File: config.mk
export PLATFORM = sky130hd
export DESIGN_NAME = bf_sweep_ctrl
export DESIGN_NICKNAME = d
export VERILOG_FILES = /design/src/rtl/bf_pkg.sv /design/src/rtl/bf_settle_timer.sv /design/src/rtl/bf_sweep_ctrl.sv
export SDC_FILE = /design/constraint.sdc
export NUM_CORES = 1
export LEC_CHECK = 0
export CORE_MARGIN = 1
export CORE_UTILIZATION = 49
export CTS_BUF_LIST = sky130_fd_sc_hd__clkbuf_8
export DETAILED_ROUTE_END_ITERATION = 10
export PLACE_DENSITY_LB_ADDON = 0.05
export REMOVE_ABC_BUFFERS = 1
export SLEW_MARGIN = 10
export SYNTH_ARGS = -nofsm -noshare
export SYNTH_HDL_FRONTEND = slang
export SYNTH_SLANG_ARGS = --single-unit
File: constraint.sdc
create_clock -name clk -period 3.5 [get_ports clk]
set_input_delay 0.35 -clock clk [delete_from_list [all_inputs] [get_ports clk]]
set_output_delay 0.35 -clock clk [all_outputs]
set_load 0.02 [all_outputs]
File: src/rtl/bf_pkg.sv
// Shared types and constants for the truth-table sweep controller.
package bf_pkg;
  localparam int N_IN     = 3;
  localparam int N_VEC    = 8;
  localparam int SETTLE_W = 4;

  typedef enum logic [2:0] {
    IDLE   = 3'd0,
    APPLY  = 3'd1,
    SETTLE = 3'd2,
    SAMPLE = 3'd3,
    DONE   = 3'd4
  } bf_state_t;

  function automatic logic [3:0] popcnt8(input logic [N_VEC-1:0] v);
    logic [3:0] s;
    s = '0;
    for (int i = 0; i < N_VEC; i++) s = s + 4'(v[i]);
    return s;
  endfunction
endpackage

File: src/rtl/bf_settle_timer.sv
// Loadable down-counter; expired is high once the count reaches zero.
module bf_settle_timer
  import bf_pkg::*;
(
  input  logic                clk,
  input  logic                rst,
  input  logic                load,
  input  logic [SETTLE_W-1:0] load_val,
  input  logic                en,
  output logic                expired
);
  logic [SETTLE_W-1:0] cnt;

  always_ff @(posedge clk or posedge rst) begin
    if (rst)                    cnt <= '0;
    else if (load)              cnt <= load_val;
    else if (en && cnt != '0)   cnt <= cnt - 1'b1;
  end

  assign expired = (cnt == '0);
endmodule

File: src/rtl/bf_sweep_ctrl.sv
// Walks all 8 input vectors of a 3-input function unit, captures its truth
// table and compares it against a golden table latched at start.
module bf_sweep_ctrl
  import bf_pkg::*;
#(
  parameter int SETTLE_CYCLES = 2
) (
  input  logic             clk,
  input  logic             rst,
  input  logic             start,
  input  logic [N_VEC-1:0] expected,
  output logic             a,
  output logic             b,
  output logic             c,
  input  logic             x,
  output logic             busy,
  output logic             done,
  output logic [N_VEC-1:0] table_out,
  output logic             pass,
  output logic [3:0]       mismatch_cnt
);
  // Timer is loaded with N-1 so that SETTLE spans exactly N cycles.
  localparam logic [SETTLE_W-1:0] LOAD_VAL =
    (SETTLE_CYCLES == 0) ? '0 : SETTLE_W'(SETTLE_CYCLES - 1);

  bf_state_t        state, state_n;
  logic [N_IN-1:0]  idx;
  logic [N_IN-1:0]  vec;
  logic [N_VEC-1:0] exp_q;
  logic             res_vld;
  logic             tmr_load, tmr_en, tmr_exp;
  logic             res_on;

  bf_settle_timer u_tmr (
    .clk      (clk),
    .rst      (rst),
    .load     (tmr_load),
    .load_val (LOAD_VAL),
    .en       (tmr_en),
    .expired  (tmr_exp)
  );

  always_ff @(posedge clk or posedge rst) begin
    if (rst) state <= IDLE;
    else     state <= state_n;
  end

  always_comb begin
    state_n = state;
    case (state)
      IDLE:    if (start) state_n = APPLY;
      APPLY:   state_n = (SETTLE_CYCLES == 0) ? SAMPLE : SETTLE;
      SETTLE:  if (tmr_exp) state_n = SAMPLE;
      SAMPLE:  state_n = (idx == N_IN'(N_VEC - 1)) ? DONE : APPLY;
      DONE:    state_n = IDLE;
      default: state_n = IDLE;
    endcase
  end

  always_comb begin
    busy     = (state != IDLE);
    done     = (state == DONE);
    tmr_load = (state == APPLY);
    tmr_en   = (state == SETTLE);
    res_on   = (state == DONE) || res_vld;
  end

  // vec mirrors idx while a vector is on the wires and drops to 0 otherwise.
  always_ff @(posedge clk or posedge rst) begin
    if (rst) begin
      idx       <= '0;
      vec       <= '0;
      exp_q     <= '0;
      table_out <= '0;
      res_vld   <= 1'b0;
    end else begin
      case (state)
        IDLE: if (start) begin
          idx       <= '0;
          vec       <= '0;
          table_out <= '0;
          exp_q     <= expected;
          res_vld   <= 1'b0;
        end
        SAMPLE: begin
          table_out[idx] <= x;
          if (idx != N_IN'(N_VEC - 1)) begin
            idx <= idx + 1'b1;
            vec <= idx + 1'b1;
          end else begin
            vec <= '0;
          end
        end
        DONE:    res_vld <= 1'b1;
        default: ;
      endcase
    end
  end

  assign a            = vec[2];
  assign b            = vec[1];
  assign c            = vec[0];
  assign pass         = res_on && (table_out == exp_q);
  assign mismatch_cnt = res_on ? popcnt8(table_out ^ exp_q) : 4'd0;
endmodule

## Yosys cells after proc, flatten, opt, wreduce, memory -nomap -nowiden

Index checks and enable logic that the tools add are counted.

| word-level totals | value |
|---|---|
| flip-flop bits (word level) | 30 |
| bits in latches | 0 |
| RAM bits | 0 |
| memory bits (read-only) | 0 |
| bits of input ports | 12 |
| output and inout port bits | 18 |
| logic and storage cells | 64 |
| memories | 0 |

| operators by class | value |
|---|---|
| add/sub/neg operators | 9 |
| $mul | 0 |
| div/mod/pow operators | 0 |
| order comparisons | 2 |
| equality and inequality tests | 10 |
| shifts and indexed selects | 0 |
| multiplexer cells | 19 |
| bitwise operators | 1 |
| reductions and logical operators | 16 |

Operator list:

| cell | number |
|---|---|
| two-way mux 3 bit | 6 |
| adder 4 x 1 -> 4 bit | 4 |
| case mux 8 bit (2 select lines) | 1 |
| two-way mux 4 bit | 3 |
| case mux 3 bit (2 select lines) | 2 |
| case mux 3 bit (4 select lines) | 1 |
| bitwise mux 8 bit | 1 |
| == test 8 bit | 1 |
| two-way mux 8 bit | 1 |
| AND reduction 2 bit | 4 |
| bitwise XOR 8 bit | 1 |
| == test 3 x 2 -> 1 bit, second input constant | 2 |
| == test 3 bit, second input constant | 2 |
| != test 2 bit, second input constant | 3 |
| nonzero test 2 bit | 3 |
| adder 3 x 1 -> 4 bit | 1 |
| zero test 4 bit | 1 |
| < comparator 3 x 4 -> 1 bit, second input constant | 1 |
| nonzero test 4 bit | 1 |
| subtractor 4 x 1 -> 4 bit, second input constant | 1 |
| adder 2 x 1 -> 3 bit | 1 |
| adder 3 x 1 -> 3 bit, second input constant | 1 |
| demux 1 bit (select 3 bit) | 1 |
| == test 3 x 1 -> 1 bit, second input constant | 1 |
| 10 further kinds | 13 |

## Logic depth before layout (Yosys ltp)

Gate-level depths: netlist of run 1.

| logic depth | value |
|---|---|
| depth in word-level cells | 9 |
| gate-level depth with buffers | 11 |
| depth with buffers taken out | 11 |

## Hierarchy

A second synthesis of run 1 with hierarchy kept.

| unflattened totals | value |
|---|---|
| cells, all modules | 169 |
| area total of the unflattened synthesis | 1805.5 um2 |

Modules (own cells, without submodules):

| module | times used | cells an instance | area an instance (um2) | seq. area each (um2) |
|---|---|---|---|---|
| bf_sweep_ctrl | 1 | 141 | 1544.0 | 650.6 |
| bf_settle_timer | 1 | 28 | 261.5 | 100.1 |

## Worst setup path before layout of run 1

Ideal clock, no wire load.

| timing | value |
|---|---|
| path kind | reg-to-output |
| from | reg table_out[3] |
| to | out mismatch_cnt[1] |
| arrival time | 3.329 ns |
| required time | 3.150 ns |
| path slack | -0.179 ns |
| stages on the path, launching flop included | 10 |
| path buffers | 0 |
| path through | dfrtp_1 > xor2_1 > fa_1 > fa_1 > inv_1 > fa_1 > inv_1 > ha_1 > fa_1 > nor2b_1 |

| between the ends | value |
|---|---|
| word-level cells in the longest chain between the ends | 7 |

RTL lines:

| what | line | RTL |
|---|---|---|
| from (decl) | bf_sweep_ctrl.sv:18 | `output logic [N_VEC-1:0] table_out,` |
| from (signal assigned) | bf_sweep_ctrl.sv:74 | `table_out <= '0;` |
| from (signal assigned) | bf_sweep_ctrl.sv:81 | `table_out <= '0;` |
| from (signal, indexed assignment) | bf_sweep_ctrl.sv:86 | `table_out[idx] <= x;` |
| bitwise XOR 8 bit | bf_sweep_ctrl.sv:104 | `assign mismatch_cnt = res_on ? popcnt8(table_out ^ exp_q) : 4'd0;` |
| adder 3 x 1 -> 4 bit | bf_pkg.sv:18 | `for (int i = 0; i < N_VEC; i++) s = s + 4'(v[i]);` |
| adder 4 x 1 -> 4 bit (4 in series) | bf_pkg.sv:18 |  |
| two-way mux 4 bit | bf_sweep_ctrl.sv:104 |  |
| to (decl) | bf_sweep_ctrl.sv:20 | `output logic [3:0] mismatch_cnt` |

No other way between the ends.

## Worst setup path in the final report of run 1

| timing | value |
|---|---|
| from | reg exp_q[0] |
| to | out mismatch_cnt[1] |

| between the ends | value |
|---|---|
| word-level cells in the longest chain between the ends | 9 |

RTL lines:

| what | line | RTL |
|---|---|---|
| from (decl) | bf_sweep_ctrl.sv:29 | `logic [N_VEC-1:0] exp_q;` |
| from (signal assigned) | bf_sweep_ctrl.sv:82 | `exp_q <= expected;` |
| bitwise XOR 8 bit | bf_sweep_ctrl.sv:104 |  |
| adder 1 x 1 -> 2 bit | bf_pkg.sv:18 |  |
| adder 2 x 1 -> 3 bit | bf_pkg.sv:18 |  |
| adder 3 x 1 -> 4 bit | bf_pkg.sv:18 |  |
| adder 4 x 1 -> 4 bit (4 in series) | bf_pkg.sv:18 |  |
| two-way mux 4 bit | bf_sweep_ctrl.sv:104 |  |

No other way between the ends.

==> results.md, run 1 <==
* Status: finished with violations
* Failing checks: setup timing
* Vias in the first global route at 1385
* Final worst path period share at 109%
* Area share of the largest cell type after synthesis at 43.0%
* Worst-path clk slew at about 0.060 ns
* Grt ovf at 0
* Worst setup endpoint: mismatch_cnt[1]
* CTS Buf Count at 5
* Clk sinks at 30
* Die width at 61.7 um
* DP HPWL at 2660 um
* Drt via density at 5.42
* CTS Hold Bufs at 0
* Via Count at approximately 1400
* Minimum clock period after layout at 3.82 ns
* Top FF cell, synth: dfrtp_1
* DIE AREA at 3810 um^2
* Yosys warns at 0
* Die H at 61.7 um
* First DRT Iteration DRCs at 84
* Clock buffer depth at 2
* Post-synth ARST share at 100%
* CTS root buf: clkbuf_8
* Initial DRT Pass Iterations at 4
* Final setup fails at 3
* Routed wl met3 at 158 um
* Worst-case reg-to-reg path depth at 3
* Initial antenna violation count at 0
* CP max-delay cell: fa_1
* Critical path endpoint category: output port
* Sequential share of the synthesized area at 43.0%
* HP Class: in -> async
* Post-synthesis instance total at ~160
* Highest metal used: met4
* Slew @ Worst Pin at about 0.85 ns
* Syn Area/Cell at 10.7 um^2
* CP arrival at 3.47 ns
* RSZ-0062 raised after global routing: yes
* Largest net degree at the start of global routing at 31
* WL/cell at 15.9 um
* Synth area leaders: dfrtp_1 43%, mux2_2 5.8%, ha_1 5.0%
* Row count at 21
* Yosys cell types at 41
* Final Hold Fails at 0
* Clock Latency Late Sink at 0.28 ns
* Relative slew margins at ~44%
* Core Box Area at 3360 um^2
* Port Buf Inserts at 29
* Area of the mapped netlist at 1750 um^2
* Final net count at 239
* Most common cell after layout, fill and taps aside: dfrtp_1
* Final antenna-violating net count at 0
* CTS H-tree lvls at 2
* WL met1 at 1760 um
* CP peak stage delay at around 0.52 ns
* Cell breakdown of the critical path: xnor2_2 -> inv_1 -> fa_1 -> fa_1 -> inv_2 -> fa_1 -> inv_1 -> ha_4 -> fa_2 -> nor2b_4 -> buf_6
* Setup slack after layout at -0.319 ns
* Ant. Diodes at 0
* Synth-to-Final Area Change at 35.2%
* Starting Density at 51.9%
* Total global-route track usage at 23.8%
* Worst R2R Setup Slack at about 1.6 ns
* Drt total wl at roughly 4200 um
* Most frequent cells in the layout: 30 x dfrtp_1, 25 x buf_4, 24 x clkdlybuf4s50_1
* Critical Path RT at 3.15 ns
* Ratio of cells with drive above 1 in the final layout at 28.7%
* Max Clock Freq at ~260 MHz
* Final Max Tran Viols at 0
* CTS tree: built
* Register bit total from synthesis at 30
* Setup TNS at -0.833 ns
* Reg2reg end: vec[2]$_DFFE_PP0P_
* EDFF count, synth at 0
* Drc violations at 0
* Crit path launch type: register
* Synth area leader: dfrtp_1
* Most common cell type on the critical path: fa_1
* Largest fanout on the critical path at 2
* DR WL met2 at 2150 um
* Final Skew at a little over 0.005 ns
* Max-cap violations at 0
* Final GP Congestion at around 0.81
* I/O Pins at 30
* First-pass GRT wire length at 6310 um
* Crit Path Class: reg -> out
* CP Launch Point: exp_q[0]$_DFFE_PP0P_
* Critical R2R Launch: state[0]$_DFFE_PP0P_
==> state kept, by name (all words and copies together), names as in the netlist <==
signal,cells
idx,3
res_vld,1
exp_q,8
state,3
table_out,8
vec,3
u_tmr.cnt,4
==> worst min-delay path by stage <==
stage                                           to                startpoint  slack [ns]
after floorplan               exp_q[0]$_DFFE_PP0P_                       rst        0.44
after global placement    u_tmr.cnt[3]$_DFFE_PP0P_  u_tmr.cnt[3]$_DFFE_PP0P_        0.48
after detailed placement  u_tmr.cnt[3]$_DFFE_PP0P_  u_tmr.cnt[3]$_DFFE_PP0P_        0.48
after CTS                     exp_q[4]$_DFFE_PP0P_                       rst        0.46
after global routing      u_tmr.cnt[3]$_DFFE_PP0P_  u_tmr.cnt[3]$_DFFE_PP0P_        0.51
final                         exp_q[4]$_DFFE_PP0P_                       rst        0.46
==> stage by stage <==
step	instance area, um^2	util [%]	std cells	hold WS, ns	setup WS, ns
4_1_cts	2300	68.5	261	0.461	-0.341
3_5_place_dp	2100	62.5	238	0.484	-0.615
2_1_floorplan	1700	-	156	0.441	-0.179
3_3_place_gp	2100	62.5	238	0.477	-0.506
5_1_grt	2360	70.2	262	0.514	-0.439
6_report	2360	70.2	262	0.458	-0.319
==> layer usage <==
layer	GRT usage, %	vias to the layer above
li1	-	683
met1	30.0	697
met2	37.6	34
met3	6.42	6
met4	12.1	0
met5	0	-
==> critical path: cells and delay by family, from the launching register on <==
kind	cells	cell delay, ns
adders and majority gates	5	2.18
buffers and inverters	4	0.31
xor gates and xnor gates	1	0.18
and+or+nand+nor	1	0.13
DFF	1	0.40
==> Yosys cell counts, types with 2 or more instances <==
library cell / instances
nor2_1: 9
nand3b_1: 2
nand2_1: 4
inv_1: 17
xnor2_1: 5
a31o_2: 4
ha_1: 7
o31ai_1: 2
a22o_1: 2
nand3_1: 2
o21ai_0: 4
a41oi_1: 4
a21oi_1: 10
nor3b_1: 4
or3_1: 3
clkbuf_1: 2
mux2i_1: 2
dfrtp_1: 30
buf_2: 4
or3b_1: 2
xor2_1: 5
mux2_2: 9
o2bb2ai_1: 2
fa_1: 4
a31oi_1: 3
nor2b_1: 5
nor3_1: 3
==> area by class of cell <==
cell class | count | area (um^2)
Fill cell | 291 | 1000
Sequential cell | 30 | 751
Clock buffer | 5 | 68.8
Timing Repair Buffer | 53 | 460
Tap cell | 46 | 57.6
Multi-Input combinational cell | 109 | 953
Clock inverter | 2 | 7.51
Inverter | 17 | 63.8
==> kinds of logic after synthesis <==
group / share of synthesized area (%)
AND/OR/NAND/NOR: 14.4
XOR/XNOR: 5.01
buffers and inverters: 6.16
AO/OA/AOI/OAI: 14.9
multiplexers: 6.95
flip-flops: 43.0
adder cells (fa/ha/maj): 9.60
==> repair_timing <==
| action | CTS | global route |
|---|---|---|
| setup buffers | 16 | 3 |
| gates resized for setup | 25 | 15 |
| pin swaps | 4 | 2 |
| endpoints found under the setup margin | 4 | 5 |
| endpoints found under the hold margin | 0 | 0 |
Power of run 1 is not shown: default switching activity piles up to over one toggle a cycle in this logic, so the estimate is an artifact.
==> run 2: changes to the inputs <==
--- a/config.mk
+++ b/config.mk
@@ -5,11 +5,13 @@
 export SDC_FILE = /design/constraint.sdc
 export NUM_CORES = 1
 export LEC_CHECK = 0
+export ABC_AREA = 0
 export CORE_MARGIN = 1
 export CORE_UTILIZATION = 49
 export CTS_BUF_LIST = sky130_fd_sc_hd__clkbuf_8
 export DETAILED_ROUTE_END_ITERATION = 10
-export PLACE_DENSITY_LB_ADDON = 0.05
+export MAX_ROUTING_LAYER = met4
+export PLACE_DENSITY = 0.75
 export REMOVE_ABC_BUFFERS = 1
 export SLEW_MARGIN = 10
 export SYNTH_ARGS = -nofsm -noshare
==> results.md, run 2 (same netlist as run 1, synthesis figures left out) <==
* Final Max Tran Viols at 0
* Starting Density at 51.9%
* DP HPWL at 2770 um
* Failing checks: setup timing
* Hold Path Depth at 1
* Status: finished with violations
* CTS tree: built
* Most common cell after layout, fill and taps aside: dfrtp_1
* Final antenna-violating net count at 0
* Grt ovf at 0
* Initial DRT Pass Iterations at 4
* Cell breakdown of the critical path: xnor2_2 -> inv_1 -> fa_1 -> fa_1 -> inv_1 -> fa_1 -> inv_1 -> ha_2 -> fa_2 -> nor2b_4 -> buf_6
* Crit path launch type: register
* Ant. Diodes at 0
* Final GP Congestion at 0.915
* Final setup fails at 3
* CTS H-tree lvls at 2
* DIE AREA at 3810 um^2
* Highest metal used: met4
* Critical Path RT at 3.15 ns
* Crit Path Class: reg -> out
* First-pass GRT wire length at 6350 um
* RSZ-0062 raised after global routing: yes
* Clk sinks at 30
* HP Class: reg -> reg
* Crit path max-delay family: adder cells
* Total global-route track usage at between 20% and 30%
* Buf/Inv on CP at 4
* Critical path endpoint category: output port
* CP max-delay cell: fa_2
* I/O Pins at 30
* Routed wl met3 at approximately 180 um
* Max-cap violations at 0
* WL met1 at approximately 1800 um
* Die H at 61.7 um
* Biggest regs: exp_q (8), table_out (8), u_tmr.cnt (4)
* Initial antenna violation count at 0
* CP peak stage delay at 0.52 ns
* Worst-path clk slew at 0.07 ns
* Vias in the first global route at 1346
* First DRT Iteration DRCs at 53
* Setup slack after layout at -0.327 ns
* Via Count at 1417
* Final net count at about 240
* Slew @ Worst Pin at 0.857 ns
* Clock buffer depth at 2
* Minimum clock period after layout at 3.83 ns
* Synth-to-Final Area Change at 34.0%
* Drt total wl at around 4000 um
* Instance count on the critical path at 11
* CTS Buf Count at 5
* Final Hold Fails at 0
* Worst-case reg-to-reg path depth at 3
* WL/cell at 16.0 um
* Ratio of cells with drive above 1 in the final layout at between 20% and 30%
* Final Skew at 0.00746 ns
* Die width at 61.7 um
* Core Box Area at 3360 um^2
* DR WL met2 at between 2000 and 2500 um
* CP arrival at 3.48 ns
* CTS root buf: clkbuf_8
* Relative slew margins at between 40% and 50%
* Post-layout util at 69.6%
* Final worst path period share at 109%
* Port Buf Inserts at 29
* Max Clock Freq at roughly 260 MHz
* Row count at 21
* Drc violations at 0
* Most frequent cells in the layout: 30 x dfrtp_1, 24 x clkdlybuf4s50_1, 23 x buf_4
* Clock Latency Late Sink at 0.28 ns
* Largest net degree at the start of global routing at 23
* Drt via density at around 5.5
* Largest fanout on the critical path at 2
-- run 2: changes by cell type in the layout (fill, tap and decap cells not counted), sizes merged --
cell,change
buf,-4
clkbuf,+1
bufinv,+1
inv,-2
-- run 2: worst paths after layout --
| check | slack [ns] | start | end |
|---|---|---|---|
| max | -0.33 | exp_q[0]$_DFFE_PP0P_ | mismatch_cnt[1] |
| min | 0.51 | u_tmr.cnt[2]$_DFFE_PP0P_ | u_tmr.cnt[2]$_DFFE_PP0P_ |
| max reg2reg | 1.59 | state[0]$_DFFE_PP0P_ | table_out[5]$_DFFE_PP0P_ |
| min reg2reg | 0.51 | u_tmr.cnt[2]$_DFFE_PP0P_ | u_tmr.cnt[2]$_DFFE_PP0P_ |
| max in group asynchronous | 2.30 | rst | exp_q[3]$_DFFE_PP0P_ |
| min in group asynchronous | 0.54 | rst | vec[0]$_DFFE_PP0P_ |
-- run 2: timing repair --
item | in CTS | in global routing
hold endpoints to repair | 0 | 0
pin swaps | 5 | 2
gates resized for setup | 26 | 8
hold buffers | 0 | 0
endpoints found under the setup margin | 4 | 5
setup buffers | 14 | 0
-- run 2: area by class of cell --
type | count | area, um^2
Fill cell | 268 | 1020
Multi-Input combinational cell | 109 | 926
Sequential cell | 30 | 751
Timing Repair Buffer | 49 | 429
Clock buffer | 6 | 82.6
Inverter | 17 | 63.8
Tap cell | 46 | 57.6
Clock inverter | 1 | 30.0
-- run 2: stage by stage --
step	TNS (ns)	hold slack [ns]	worst slack (ns)	instance area [um^2]	instances
final	-0.665	0.508	-0.327	2340	258
after global routing	-0.882	0.534	-0.405	2340	258
after CTS	-0.585	0.508	-0.298	2340	259
after detailed placement	-1.50	0.494	-0.589	2100	238
after global placement	-1.25	0.470	-0.516	2100	238
after floorplan	-0.344	0.441	-0.179	1700	156
-- run 2: metal layers --
metal  GRT usage [%]  vias to the layer above
li1                -                      674
met4            7.30                        0
met3            5.59                        7
met1            31.8                      688
met2            38.4                       48
met5               -                        -
-- run 2: worst reg2reg max path: stages (launching register included) --
cell	delay, ns
dfrtp_1	0.49
or3b_1	0.44
a21oi_1	0.68
a21oi_1	0.15
Power of run 2 is left out for the same reason.
